### src/rtl/ppi_pkg.sv
// ppi_pkg: shared encodings for the 8255A-style port-group controllers.
//   mode_e    : MODE_BASIC (mode 0 basic I/O), MODE_STROBED (mode 1 strobed I/O)
//   dir_e     : DIR_OUT (port drives pins), DIR_IN (port reads pins)
//   hs_select : picks the handshake status pin (IBF / OBF_n / 0) for a config
package ppi_pkg;

    typedef enum logic {
        MODE_BASIC   = 1'b0,
        MODE_STROBED = 1'b1
    } mode_e;

    typedef enum logic {
        DIR_OUT = 1'b0,
        DIR_IN  = 1'b1
    } dir_e;

    // Synchroniser depth below two offers no metastability protection.
    localparam int MIN_SYNC_STAGES = 2;

    // Handshake status pin: IBF in strobed input, OBF_n in strobed output,
    // held low in basic I/O.
    function automatic logic hs_select(input mode_e mode, input dir_e dir,
                                       input logic ibf, input logic obf_n);
        if (mode == MODE_BASIC) begin
            return 1'b0;
        end
        return (dir == DIR_IN) ? ibf : obf_n;
    endfunction

endpackage

### src/rtl/sync_edge.sv
// sync_edge: multi-flop synchroniser for one asynchronous input plus
// registered one-cycle fall/rise pulses.
//   clk, rst_n : clock, synchronous active-low reset
//   din        : asynchronous input
//   level      : synchronised level, aligned with the fall/rise pulses
//   fall, rise : one-cycle pulses on a synchronised high->low / low->high edge
// An edge on din sampled at clock edge n produces a pulse that is visible
// to downstream logic at edge n + STAGES + 1.
module sync_edge #(
    parameter int   STAGES  = 2,
    parameter logic RST_VAL = 1'b1
) (
    input  logic clk,
    input  logic rst_n,
    input  logic din,
    output logic level,
    output logic fall,
    output logic rise
);

    logic [STAGES-1:0] chain;
    logic              prev;

    always_ff @(posedge clk) begin
        if (!rst_n) begin
            chain <= {STAGES{RST_VAL}};
            prev  <= RST_VAL;
            fall  <= 1'b0;
            rise  <= 1'b0;
        end else begin
            chain <= {chain[STAGES-2:0], din};
            prev  <= chain[STAGES-1];
            fall  <= prev & ~chain[STAGES-1];
            rise  <= ~prev & chain[STAGES-1];
        end
    end

    // prev lags the chain output by one cycle, the same as the pulses.
    assign level = prev;

endmodule

### src/rtl/strobed_port_ctrl.sv
// strobed_port_ctrl: one 8255A-style port group in basic I/O (mode 0) or
// strobed handshake I/O (mode 1 input or output).
//   clk, rst_n      : clock, synchronous active-low reset
//   CfgWr/Mode/PortIn : control-word load (Mode 1 = strobed, PortIn 1 = input)
//   InteWr/InteVal  : INTE bit set/reset
//   Rd_n, Wr_n      : asynchronous chip-selected bus strobes
//   BusIn/BusOut    : CPU write data / read data
//   PinIn/PinOut/PinOe : port pins in, output latch, output enable
//   HsIn_n          : STB_n (strobed input) or ACK_n (strobed output)
//   HsOut           : IBF (strobed input) or OBF_n (strobed output), 0 in mode 0
//   Intr            : interrupt request, 0 in mode 0
//
// Strobe semantics: every asynchronous strobe (Rd_n, Wr_n, HsIn_n) is
// synchronised and reduced to one-cycle fall/rise pulses; state reacts only
// to those pulses, so a strobe must stay low and high for at least
// SYNC_STAGES + 1 cycles to be seen. PinIn runs through the same depth plus
// one register so data captured on an STB_n fall is the data present when
// STB_n fell. CfgWr overrides every event in the same cycle.
module strobed_port_ctrl
    import ppi_pkg::*;
#(
    parameter int WIDTH       = 8,
    parameter int SYNC_STAGES = 2
) (
    input  logic             clk,
    input  logic             rst_n,
    input  logic             CfgWr,
    input  logic             Mode,
    input  logic             PortIn,
    input  logic             InteWr,
    input  logic             InteVal,
    input  logic             Rd_n,
    input  logic             Wr_n,
    input  logic [WIDTH-1:0] BusIn,
    output logic [WIDTH-1:0] BusOut,
    input  logic [WIDTH-1:0] PinIn,
    output logic [WIDTH-1:0] PinOut,
    output logic             PinOe,
    input  logic             HsIn_n,
    output logic             HsOut,
    output logic             Intr
);

    // ---------------- synchronisers ----------------
    logic rd_level, rd_fall, rd_rise;
    logic wr_level, wr_fall, wr_rise;
    logic hs_level, hs_fall, hs_rise;
    logic unused_levels;

    sync_edge #(.STAGES(SYNC_STAGES), .RST_VAL(1'b1)) u_rd (
        .clk(clk), .rst_n(rst_n), .din(Rd_n),
        .level(rd_level), .fall(rd_fall), .rise(rd_rise)
    );
    sync_edge #(.STAGES(SYNC_STAGES), .RST_VAL(1'b1)) u_wr (
        .clk(clk), .rst_n(rst_n), .din(Wr_n),
        .level(wr_level), .fall(wr_fall), .rise(wr_rise)
    );
    sync_edge #(.STAGES(SYNC_STAGES), .RST_VAL(1'b1)) u_hs (
        .clk(clk), .rst_n(rst_n), .din(HsIn_n),
        .level(hs_level), .fall(hs_fall), .rise(hs_rise)
    );

    // Bus strobes are only used as edges.
    assign unused_levels = rd_level ^ wr_level;

    logic [WIDTH-1:0] pin_sync [SYNC_STAGES];
    logic [WIDTH-1:0] pin_d;   // aligned with the registered strobe pulses

    always_ff @(posedge clk) begin
        if (!rst_n) begin
            for (int i = 0; i < SYNC_STAGES; i++) begin
                pin_sync[i] <= '0;
            end
            pin_d <= '0;
        end else begin
            pin_sync[0] <= PinIn;
            for (int i = 1; i < SYNC_STAGES; i++) begin
                pin_sync[i] <= pin_sync[i-1];
            end
            pin_d <= pin_sync[SYNC_STAGES-1];
        end
    end

    // ---------------- port state ----------------
    mode_e            cfg_mode, cfg_mode_nx;
    dir_e             cfg_dir, cfg_dir_nx;
    logic [WIDTH-1:0] in_latch, in_latch_nx;
    logic [WIDTH-1:0] out_latch, out_latch_nx;
    logic [WIDTH-1:0] bus_hold, bus_hold_nx;   // BusIn captured on Wr_n fall
    logic             ibf, ibf_nx;
    logic             obf_n, obf_n_nx;
    logic             intr, intr_nx;
    logic             inte, inte_nx;
    logic             wrote, wrote_nx;         // a write happened since CfgWr
    logic [WIDTH-1:0] bus_out, bus_out_nx;
    logic             hs_out, hs_out_nx;
    logic             pin_oe, pin_oe_nx;

    always_comb begin
        cfg_mode_nx  = cfg_mode;
        cfg_dir_nx   = cfg_dir;
        in_latch_nx  = in_latch;
        out_latch_nx = out_latch;
        bus_hold_nx  = bus_hold;
        ibf_nx       = ibf;
        obf_n_nx     = obf_n;
        intr_nx      = intr;
        inte_nx      = inte;
        wrote_nx     = wrote;

        if (CfgWr) begin
            cfg_mode_nx  = mode_e'(Mode);
            cfg_dir_nx   = dir_e'(PortIn);
            in_latch_nx  = '0;
            out_latch_nx = '0;
            ibf_nx       = 1'b0;
            obf_n_nx     = 1'b1;
            intr_nx      = 1'b0;
            inte_nx      = 1'b0;
            wrote_nx     = 1'b0;
        end else begin
            if (wr_fall) begin
                bus_hold_nx = BusIn;
            end

            if (cfg_mode == MODE_BASIC) begin
                if (cfg_dir == DIR_OUT && wr_rise) begin
                    out_latch_nx = bus_hold;
                end
            end else if (cfg_dir == DIR_IN) begin
                // A new strobe on the same edge as the read completing keeps
                // the buffer full with the fresh data.
                if (hs_fall) begin
                    in_latch_nx = pin_d;
                    ibf_nx      = 1'b1;
                end else if (rd_rise) begin
                    ibf_nx = 1'b0;
                end
                if (hs_rise && ibf && inte) begin
                    intr_nx = 1'b1;
                end
                if (rd_fall) begin
                    intr_nx = 1'b0;
                end
            end else begin
                if (wr_fall) begin
                    intr_nx = 1'b0;
                end
                if (hs_fall) begin
                    obf_n_nx = 1'b1;
                end
                // Write after the ACK fall so a coincident write wins.
                if (wr_rise) begin
                    out_latch_nx = bus_hold;
                    obf_n_nx     = 1'b0;
                    wrote_nx     = 1'b1;
                end
                if (hs_rise && obf_n && inte) begin
                    intr_nx = 1'b1;
                end
            end

            if (InteWr) begin
                inte_nx = InteVal;
                if (!InteVal) begin
                    intr_nx = 1'b0;
                end else if (cfg_mode == MODE_STROBED) begin
                    if (cfg_dir == DIR_IN && ibf && hs_level) begin
                        intr_nx = 1'b1;
                    end
                    if (cfg_dir == DIR_OUT && obf_n && hs_level && wrote) begin
                        intr_nx = 1'b1;
                    end
                end
            end
        end

        // Output registers follow the next state so they change on the
        // same edge as the state itself.
        if (cfg_mode_nx == MODE_BASIC && cfg_dir_nx == DIR_IN) begin
            bus_out_nx = pin_d;
        end else if (cfg_dir_nx == DIR_IN) begin
            bus_out_nx = in_latch_nx;
        end else begin
            bus_out_nx = out_latch_nx;
        end
        hs_out_nx = hs_select(cfg_mode_nx, cfg_dir_nx, ibf_nx, obf_n_nx);
        pin_oe_nx = (cfg_dir_nx == DIR_OUT);
    end

    always_ff @(posedge clk) begin
        if (!rst_n) begin
            cfg_mode  <= MODE_BASIC;
            cfg_dir   <= DIR_IN;
            in_latch  <= '0;
            out_latch <= '0;
            bus_hold  <= '0;
            ibf       <= 1'b0;
            obf_n     <= 1'b1;
            intr      <= 1'b0;
            inte      <= 1'b0;
            wrote     <= 1'b0;
            bus_out   <= '0;
            hs_out    <= 1'b0;
            pin_oe    <= 1'b0;
        end else begin
            cfg_mode  <= cfg_mode_nx;
            cfg_dir   <= cfg_dir_nx;
            in_latch  <= in_latch_nx;
            out_latch <= out_latch_nx;
            bus_hold  <= bus_hold_nx;
            ibf       <= ibf_nx;
            obf_n     <= obf_n_nx;
            intr      <= intr_nx;
            inte      <= inte_nx;
            wrote     <= wrote_nx;
            bus_out   <= bus_out_nx;
            hs_out    <= hs_out_nx;
            pin_oe    <= pin_oe_nx;
        end
    end

    assign BusOut = bus_out;
    assign PinOut = out_latch;
    assign PinOe  = pin_oe;
    assign HsOut  = hs_out;
    assign Intr   = intr;

endmodule

### config.mk
export PLATFORM = sky130hd
export DESIGN_NAME = strobed_port_ctrl
export DESIGN_NICKNAME = d
export VERILOG_FILES = /design/src/rtl/ppi_pkg.sv /design/src/rtl/sync_edge.sv /design/src/rtl/strobed_port_ctrl.sv
export SDC_FILE = /design/constraint.sdc
export NUM_CORES = 1
export LEC_CHECK = 0
export BUFFER_PORTS_ARGS = -buffer_cell sky130_fd_sc_hd__buf_2
export CORE_ASPECT_RATIO = 0.7
export CORE_MARGIN = 2
export CORE_UTILIZATION = 25
export CTS_CLUSTER_SIZE = 28
export DETAILED_ROUTE_END_ITERATION = 16
export HOLD_SLACK_MARGIN = 0.12
export PLACE_DENSITY = 0.39
export SYNTH_ARGS = -nofsm -noshare
export SYNTH_HDL_FRONTEND = slang
export SYNTH_SLANG_ARGS = --single-unit
### constraint.sdc
create_clock -name clk -period 2.23 [get_ports clk]
set_clock_uncertainty 0.05 [all_clocks]
set_input_delay 0.1115 -clock clk [delete_from_list [all_inputs] [get_ports clk]]
set_output_delay 0.1115 -clock clk [all_outputs]
set_load 0.02 [all_outputs]
Yosys cells after proc, flatten, opt, wreduce, memory -nomap -nowiden
Memory sizes are Yosys's and may differ from the RTL's. A register that Yosys moved wholly into a read port is not among the register bits.
Cells that the tools add are included.
- RAM bits: 16
- input bits: 26
- memories: 1
- flip-flop bits (word level): 56
- reductions and logical operators: 16
- multiplexer cells: 39
- bitwise operators: 19
- memory list (memory ; words ; width ; rd ports ; clocked after memory_dff ; wr ports ; line ; text):
    pin_sync ; 2 ; 8 ; 2 ; 1 ; 2 ; strobed_port_ctrl.sv:66 ; logic [WIDTH-1:0] pin_sync [SYNC_STAGES];
- operator list (operator ; number):
    $mux 8 ; 13
    $mux 1 ; 26
    $logic_and 1x1->1 ; 11
    $not 1->1 ; 11
    $and 1x1->1 ; 6
    $reduce_and 2->1 ; 2
    $reduce_and 3->1 ; 1
    $or 1x1->1 ; 2
    $reduce_or 2->1 ; 1
    $logic_not 1->1 ; 1

Longest topological paths before layout
Gate-level depths: netlist of run 1.
- depth after elaboration: 11
- depth in mapped cells: 5
- mapped depth without buffers: 3

By module
A second synthesis of run 1 with hierarchy kept.
- cell total of the unflattened synthesis: 278
- area total of the unflattened synthesis: 2836.5 um2
- modules (own cells, without submodules) (module ; cells each ; seq. area each (um2) ; area an instance (um2) ; times used):
    strobed_port_ctrl ; 248 ; 1301.2 ; 2427.3 ; 1
    sync_edge ; 10 ; 100.1 ; 136.4 ; 3

Worst setup path before layout of run 1
Ideal clock, no wire load.
- path type: register to register
- start: register cfg_dir
- end: register bus_out[3] (netlist: BusOut[3])
- library setup time: 0.122 ns
- data arrival time: 1.185 ns
- slack: 0.873 ns
- data required time: 2.058 ns
- clock period less this slack: 1.357 ns
- cell stages (with the launch flop): 5
- path through: dfxtp_1 buf_6 and4bb_4 or2_4 a221o_1
- cells in the longest elaborated chain, start to end: 7
- elaborated cells between the ends (all ways): 13
- classes of those cells: 10 x mux; 1 x bitwise; 2 x reduce/logical
- ends and longest elaborated chain (what ; line ; text):
    start: declaration ; strobed_port_ctrl.sv:86 ; dir_e cfg_dir, cfg_dir_nx;
    start signal: assignment ; strobed_port_ctrl.sv:208 ; cfg_dir <= cfg_dir_nx;
    $not 1->1 (no source line) ; -- ;
    $logic_and 1x1->1 ; strobed_port_ctrl.sv:127 ; if (cfg_dir == DIR_OUT && wr_rise) begin
    $mux 8 ; strobed_port_ctrl.sv:127 ;
    $mux 8 ; strobed_port_ctrl.sv:126 ; if (cfg_mode == MODE_BASIC) begin
    $mux 8 ; strobed_port_ctrl.sv:111 ; if (CfgWr) begin
    $mux 8 ; strobed_port_ctrl.sv:182 ; end else if (cfg_dir_nx == DIR_IN) begin
    $mux 8 (*) ; strobed_port_ctrl.sv:180 ; if (cfg_mode_nx == MODE_BASIC && cfg_dir_nx == DIR_IN) begin
    end signal: assignment ; strobed_port_ctrl.sv:217 ; bus_out <= bus_out_nx;
    end: declaration ; strobed_port_ctrl.sv:95 ; logic [WIDTH-1:0] bus_out, bus_out_nx;
Mark *: on every way between the ends. The rest lies on a longest branch, timed or not.
A chain may end at the register's enable or synchronous reset.

Final worst setup path of run 1
Same ends and word-level chain as after synthesis.

==> results of run 1 <==
==> path summary, 6_finish.rpt <==
kind,start,cells after the start,slack (ns),endpoint
worst max-delay path,cfg_dir,4,0.49,BusOut[3]
worst max register to register,cfg_dir,4,0.49,BusOut[3]
worst min-delay path,rst_n,2,0.20,cfg_dir
worst min register to register,u_wr.chain[0],1,0.36,u_wr.chain[1]
==> where the power goes <==
part	total [mW]	internal (mW)	switching, mW
clock	1.50	0.923	0.576
sequential	1.48	1.46	0.0125
combinational	0.177	0.0909	0.0859
==> metal layers <==
layer  track usage [%]  up-vias  share of wire, %
li1                  -     1072                 -
met3              4.31       10               5.4
met1              14.7      913                51
met5                 0        -                 0
met2              16.1       44                41
met4              5.11        0               1.9
==> cells in the mapped netlist, types with 2 or more instances <==
master     n  share of area (%)
dfxtp_1   80                 55
and2_1    26                5.6
mux2i_1   23                7.9
nor2_1    20                2.6
nand2_1   15                1.9
inv_1     11                1.4
nand2b_1  11                2.4
nand3b_1   9                2.3
and3b_1    8                2.4
buf_2      8                1.4
a21oi_1    6                1.0
clkbuf_1   6               0.78
o21ai_0    5               0.86
a221o_1    4                1.4
a31oi_1    4               0.86
and3_1     4               0.86
nor3_1     4               0.69
o221ai_1   4                1.2
and4bb_2   3                1.3
buf_4      3               0.78
nor2b_1    3               0.65
a21o_1     2               0.52
a221oi_1   2               0.60
nand3_1    2               0.34
==> final cells by class <==
cell class | instances | area (µm²)
fillers | 1151 | 7370
flip-flops and latches | 80 | 1600
multi-input cells | 168 | 1170
repair buffers | 73 | 495
clock buffers | 11 | 253
well taps | 153 | 191
clock inverters | 5 | 55.1
inverters | 11 | 41.3
==> worst max-delay path, stage by stage, from the launching register on <==
cell and delay, ns:
dfxtp_1 0.33, buf_4 0.16, and3_1 0.56, mux2i_1 0.20
a221o_1 0.32
==> metrics by stage <==
| step | util [%] | power, mW | hold WS (ns) | setup WS [ns] |
|---|---|---|---|---|
| 2_1_floorplan | - | 1.60 | 0.163 | 0.873 |
| 3_3_place_gp | 29.2 | 1.66 | 0.241 | 0.585 |
| 3_5_place_dp | 29.2 | 1.66 | 0.246 | 0.516 |
| 4_1_cts | 34.1 | 3.21 | 0.185 | 0.507 |
| 5_1_grt | 34.1 | 3.28 | 0.224 | 0.420 |
| 6_report | 34.1 | 3.15 | 0.198 | 0.494 |
==> cells by family (layout without fill, tap and decap cells) <==
group,Yosys count,in the layout,share of synthesized area (%)
and+or+nand+nor,111,111,23.4
DFF,80,80,55.1
AOI/OAI and AO/OA,33,33,8.31
buffers and inverters,29,100,4.74
muxes,24,24,8.44
==> registers in the layout, summed over array words and instances (netlist names), 2 cells and up <==
register    flops
BusOut          8
u_rd.chain      2
in_latch        8
pin_sync       16
bus_hold        8
u_wr.chain      2
PinOut          8
pin_d           8
u_hs.chain      2
==> impl_metrics.env, run 1 <==
export IMPL_drv_cap=0
export IMPL_drtIter0Drc=92
export IMPL_ys_seq_elements=80
export IMPL_powerDensity_nw_per_um2=829
export IMPL_cts_tree="yes"
export IMPL_setup_violations=0
export IMPL_final_layout_size_suffix_gt1_share_pct=21.3
export IMPL_final_area_um2=3800
export IMPL_start_util_pct=26.0
export IMPL_required_ns=2.41
export IMPL_hold_class="in2reg"
export IMPL_tightest_slew_ns=0.665
export IMPL_synthCells=277
export IMPL_synth_warnings=0
export IMPL_grt_max_degree=53
export IMPL_synthesis_nets=303
export IMPL_synth_cell_type_count=38
export IMPL_area_delta_synth_final_pct=30.9
export IMPL_die_h_um=94.2
export IMPL_netlist_area_um2=2910
export IMPL_placed_cells=462
export IMPL_io_buffer_count=44
export IMPL_synth_edf_count=0
export IMPL_start_kind="flop"
export IMPL_final_hold_viol_count=0
export IMPL_syn_area_per_cell_um2=10.5
export IMPL_leakagePower_nw=1.60
export IMPL_post_route_period_util_pct=77.9
export IMPL_core_area_um2=11200
export IMPL_stdcell_count=501
export IMPL_ys_async_sr_fraction_pct=0
export IMPL_gp_congestion=0.734
export IMPL_numCtsBuffers=9
export IMPL_hold_buffers=23
export IMPL_root_buffer="clkbuf_16"
export IMPL_dpl_hpwl_um=4350
export IMPL_cp_max_fo=9
export IMPL_slew_violations=0
export IMPL_clockBufferDepth=2
export IMPL_cts_reportedPaths_clkPinSlew_ns=0.06
export IMPL_worstSetupPathType="reg2reg"
export IMPL_endpoint_kind="flop"
export IMPL_yosysSeqAreaShare_pct=55.1
export IMPL_routedWlPerCell_um=12.8
export IMPL_dieArea_um2=12500
export IMPL_status="finished clean"
export IMPL_min_period_ns=1.74
export IMPL_io_pins=45
export IMPL_ir_worst_vdd_mv=0.356
export IMPL_num_antenna_cells=0
export IMPL_grt_pass1_wl_um=10500
export IMPL_rows=32
export IMPL_cts_sinks=80
export IMPL_final_cell_mix="dfxtp_1, buf_2, and2_1"
export IMPL_fin_nets=369
export IMPL_max_freq_ghz=0.576
export IMPL_antenna_found_initial=0
export IMPL_slew_headroom_pct=55.2
export IMPL_gr_total_overflow=0
export IMPL_fp_dieW_um=133
export IMPL_placed_area_um2=3270
export IMPL_drt_pass1_iterations=4
export IMPL_viasPerCell=4.07
export IMPL_track_usage_pct=11.2
export IMPL_h_tree_depth=3
export IMPL_layout_commonest_cell="dfxtp_1"
export IMPL_wirelength_um=6410
export IMPL_first_global_vias=2031
export IMPL_critPathArrivalTime_ns=1.91
export IMPL_post_cts_resized=0
export IMPL_setup_tns_ns=0
export IMPL_insertion_delay_ns=0.34
export IMPL_rsz0062_at_grt="false"
export IMPL_num_vias=2039
export IMPL_remaining_drc_errors=0
export IMPL_post_cts_buffers=0
export IMPL_synth_flop_cell="dfxtp_1"
export IMPL_detail_route_antenna_nets=0
Power figures use the tool's default switching activity.
==> run 2: changes to the inputs <==
--- a/config.mk
+++ b/config.mk
@@ -12,7 +12,7 @@
 export CTS_CLUSTER_SIZE = 28
 export DETAILED_ROUTE_END_ITERATION = 16
 export HOLD_SLACK_MARGIN = 0.12
-export PLACE_DENSITY = 0.39
+export PLACE_DENSITY = 0.4
 export SYNTH_ARGS = -nofsm -noshare
 export SYNTH_HDL_FRONTEND = slang
 export SYNTH_SLANG_ARGS = --single-unit
==> constraint.sdc (replaced) <==
create_clock -name clk -period 1.4 [get_ports clk]
set_clock_uncertainty 0.05 [all_clocks]
set_input_delay 0.07 -clock clk [delete_from_list [all_inputs] [get_ports clk]]
set_output_delay 0.07 -clock clk [all_outputs]
set_load 0.02 [all_outputs]
==> impl_metrics.env, run 2 (synthesized netlist as in run 1, its figures left out) <==
export IMPL_layout_commonest_cell="dfxtp_1"
export IMPL_cts_sinks=80
export IMPL_cp_max_fo=8
export IMPL_min_period_ns=1.43
export IMPL_crit_start="cfg_dir"
export IMPL_drv_cap=0
export IMPL_remaining_drc_errors=0
export IMPL_largest_register_ffs=16
export IMPL_required_ns=1.58
export IMPL_insertion_delay_ns=0.34
export IMPL_hold_class="in2reg"
export IMPL_powerDensity_nw_per_um2=1240
export IMPL_setup_violations=2
export IMPL_cts_reportedPaths_clkPinSlew_ns=0.06
export IMPL_p_sw_mw=1.12
export IMPL_grt_max_degree=25
export IMPL_slowest_stage="dfxtp_4"
export IMPL_core_area_um2=11200
export IMPL_wirelength_um=6730
export IMPL_largest_register="pin_sync"
export IMPL_p_int_mw=3.90
export IMPL_ff2ff_path_depth=4
export IMPL_slowest_delay_ns=0.36
export IMPL_start_kind="flop"
export IMPL_tightest_slew_ns=0.359
export IMPL_gp_congestion=0.794
export IMPL_power_switching_fraction_pct=22.4
export IMPL_num_vias=2104
export IMPL_violations="setup timing"
export IMPL_status="finished, violations left"
export IMPL_worstSetupPathType="reg2reg"
export IMPL_dieArea_um2=12500
export IMPL_crit_chain="buf_6 > and4bb_4 > or2_4 > a221o_1"
export IMPL_num_antenna_cells=0
export IMPL_ir_worst_vdd_mv=0.597
export IMPL_clockBufferDepth=2
export IMPL_crit_buf_inv=1
export IMPL_antenna_found_initial=0
export IMPL_endpoint_kind="flop"
export IMPL_h_tree_depth=3
export IMPL_critPathArrivalTime_ns=1.61
export IMPL_root_buffer="clkbuf_16"
export IMPL_die_h_um=94.2
export IMPL_cts_tree="yes"
export IMPL_final_cell_mix="dfxtp_1, buf_2, and2_1"
export IMPL_grt_pass1_wl_um=11000
export IMPL_r2r_end="BusOut[1]"
export IMPL_comb_power_share_pct=6.3
export IMPL_gr_total_overflow=0
export IMPL_rows=32
export IMPL_area_delta_synth_final_pct=39.8
export IMPL_reg2reg_setup_slack_ns=-0.03
export IMPL_max_freq_ghz=0.700
export IMPL_leakagePower_nw=1.70
export IMPL_detail_route_antenna_nets=0
export IMPL_io_pins=45
export IMPL_hold_ws_ns=0.165
export IMPL_critPathTopFamily="simple AND/OR/NAND/NOR gates"
export IMPL_slew_headroom_pct=75.9
export IMPL_fin_nets=390
export IMPL_slew_violations=0
export IMPL_final_hold_viol_count=0
export IMPL_drt_pass1_iterations=4
export IMPL_routedWlPerCell_um=12.9
export IMPL_post_route_period_util_pct=102
export IMPL_setup_slack_ns=-0.0292
export IMPL_pwr_share_seq_pct=46.8
export IMPL_drtIter0Drc=58
export IMPL_first_global_vias=2053
export IMPL_cp_endpoint="BusOut[1]"
export IMPL_clockPowerShare_pct=46.9
export IMPL_fp_dieW_um=133
export IMPL_fin_util_pct=36.3
export IMPL_track_usage_pct=11.8
export IMPL_holdPathStages=3
export IMPL_dpl_hpwl_um=4790
export IMPL_start_util_pct=26.0
export IMPL_rsz0062_at_grt="true"
export IMPL_worst_path_stages=4
export IMPL_timing_rr_start="cfg_dir"
export IMPL_final_layout_size_suffix_gt1_share_pct=27.9
export IMPL_numCtsBuffers=9
export IMPL_io_buffer_count=44
export IMPL_viasPerCell=4.03
-- run 2: cell count changes in the layout (fill, tap and decap cells not counted), sizes merged --
| cell | delta |
|---|---|
| dlygate4sd3 | +2 |
| buf | +19 |
| clkinv | -1 |
| inv | +3 |
| clkbuf | -2 |
-- run 2: how the worst min path moves through the flow --
stage	to	slack, ns	start
finish	HsOut	0.17	CfgWr
CTS	HsOut	0.16	CfgWr
detailed placement	u_wr.chain[0]	0.20	Wr_n
floorplan	u_hs.chain[0]	0.12	HsIn_n
global route	HsOut	0.20	CfgWr
global placement	u_rd.chain[0]	0.20	Rd_n
-- run 2: area by class of cell --
type | count | area, µm²
Timing Repair Buffer | 94 | 691
Inverter | 11 | 41.3
Clock buffer | 9 | 225
Sequential cell | 80 | 1610
Tap cell | 153 | 191
Multi-Input combinational cell | 168 | 1230
Clock inverter | 7 | 76.3
Fill cell | 1136 | 7110
-- run 2: worst reg2reg max path: cells and delay by family, from the launching register on --
kind	cells	cell delay (ns)
buffers and inverters	1	0.13
DFF	1	0.36
and+or+nand+nor	2	0.44
AOI/OAI and AO/OA	1	0.34
-- run 2: timing repair --
item,CTS,global route
endpoints found under the hold margin,23,0
cloned,0,0
hold buffers,25,0
pin swaps,0,5
setup endpoints to repair,8,10
resized for setup,5,11
setup buffers,0,1
-- run 2: power by group through the flow --
stage               clock (mW)  sequential (mW)  combinational [mW]
detailed placement           0             2.41               0.255
finish                    2.36             2.36               0.317
floorplan                    0             2.40               0.150
CTS                       2.44             2.35               0.312
global placement             0             2.41               0.254
global route              2.56             2.36               0.350
-- run 2: layer usage --
metal	routed length [µm]	global-route usage, %	vias to the layer above
met2	2490	15.6	46
met4	73	4.84	0
met3	348	4.21	8
li1	-	-	1122
met1	3820	16.9	928
met5	0	0	-
-- run 2: stage by stage --
| stage | total power, mW | area (µm²) | worst slack (ns) | TNS [ns] | std cells |
|---|---|---|---|---|---|
| 5_1_grt | 5.27 | 4060 | -0.0577 | -0.281 | 522 |
| 2_1_floorplan | 2.55 | 2910 | 0.0428 | 0 | 277 |
| 3_3_place_gp | 2.66 | 3430 | -0.0527 | -0.252 | 480 |
| 3_5_place_dp | 2.66 | 3430 | -0.0695 | -0.384 | 480 |
| 4_1_cts | 5.10 | 3990 | -0.0333 | -0.150 | 521 |
| 6_report | 5.03 | 4060 | -0.0292 | -0.0316 | 522 |
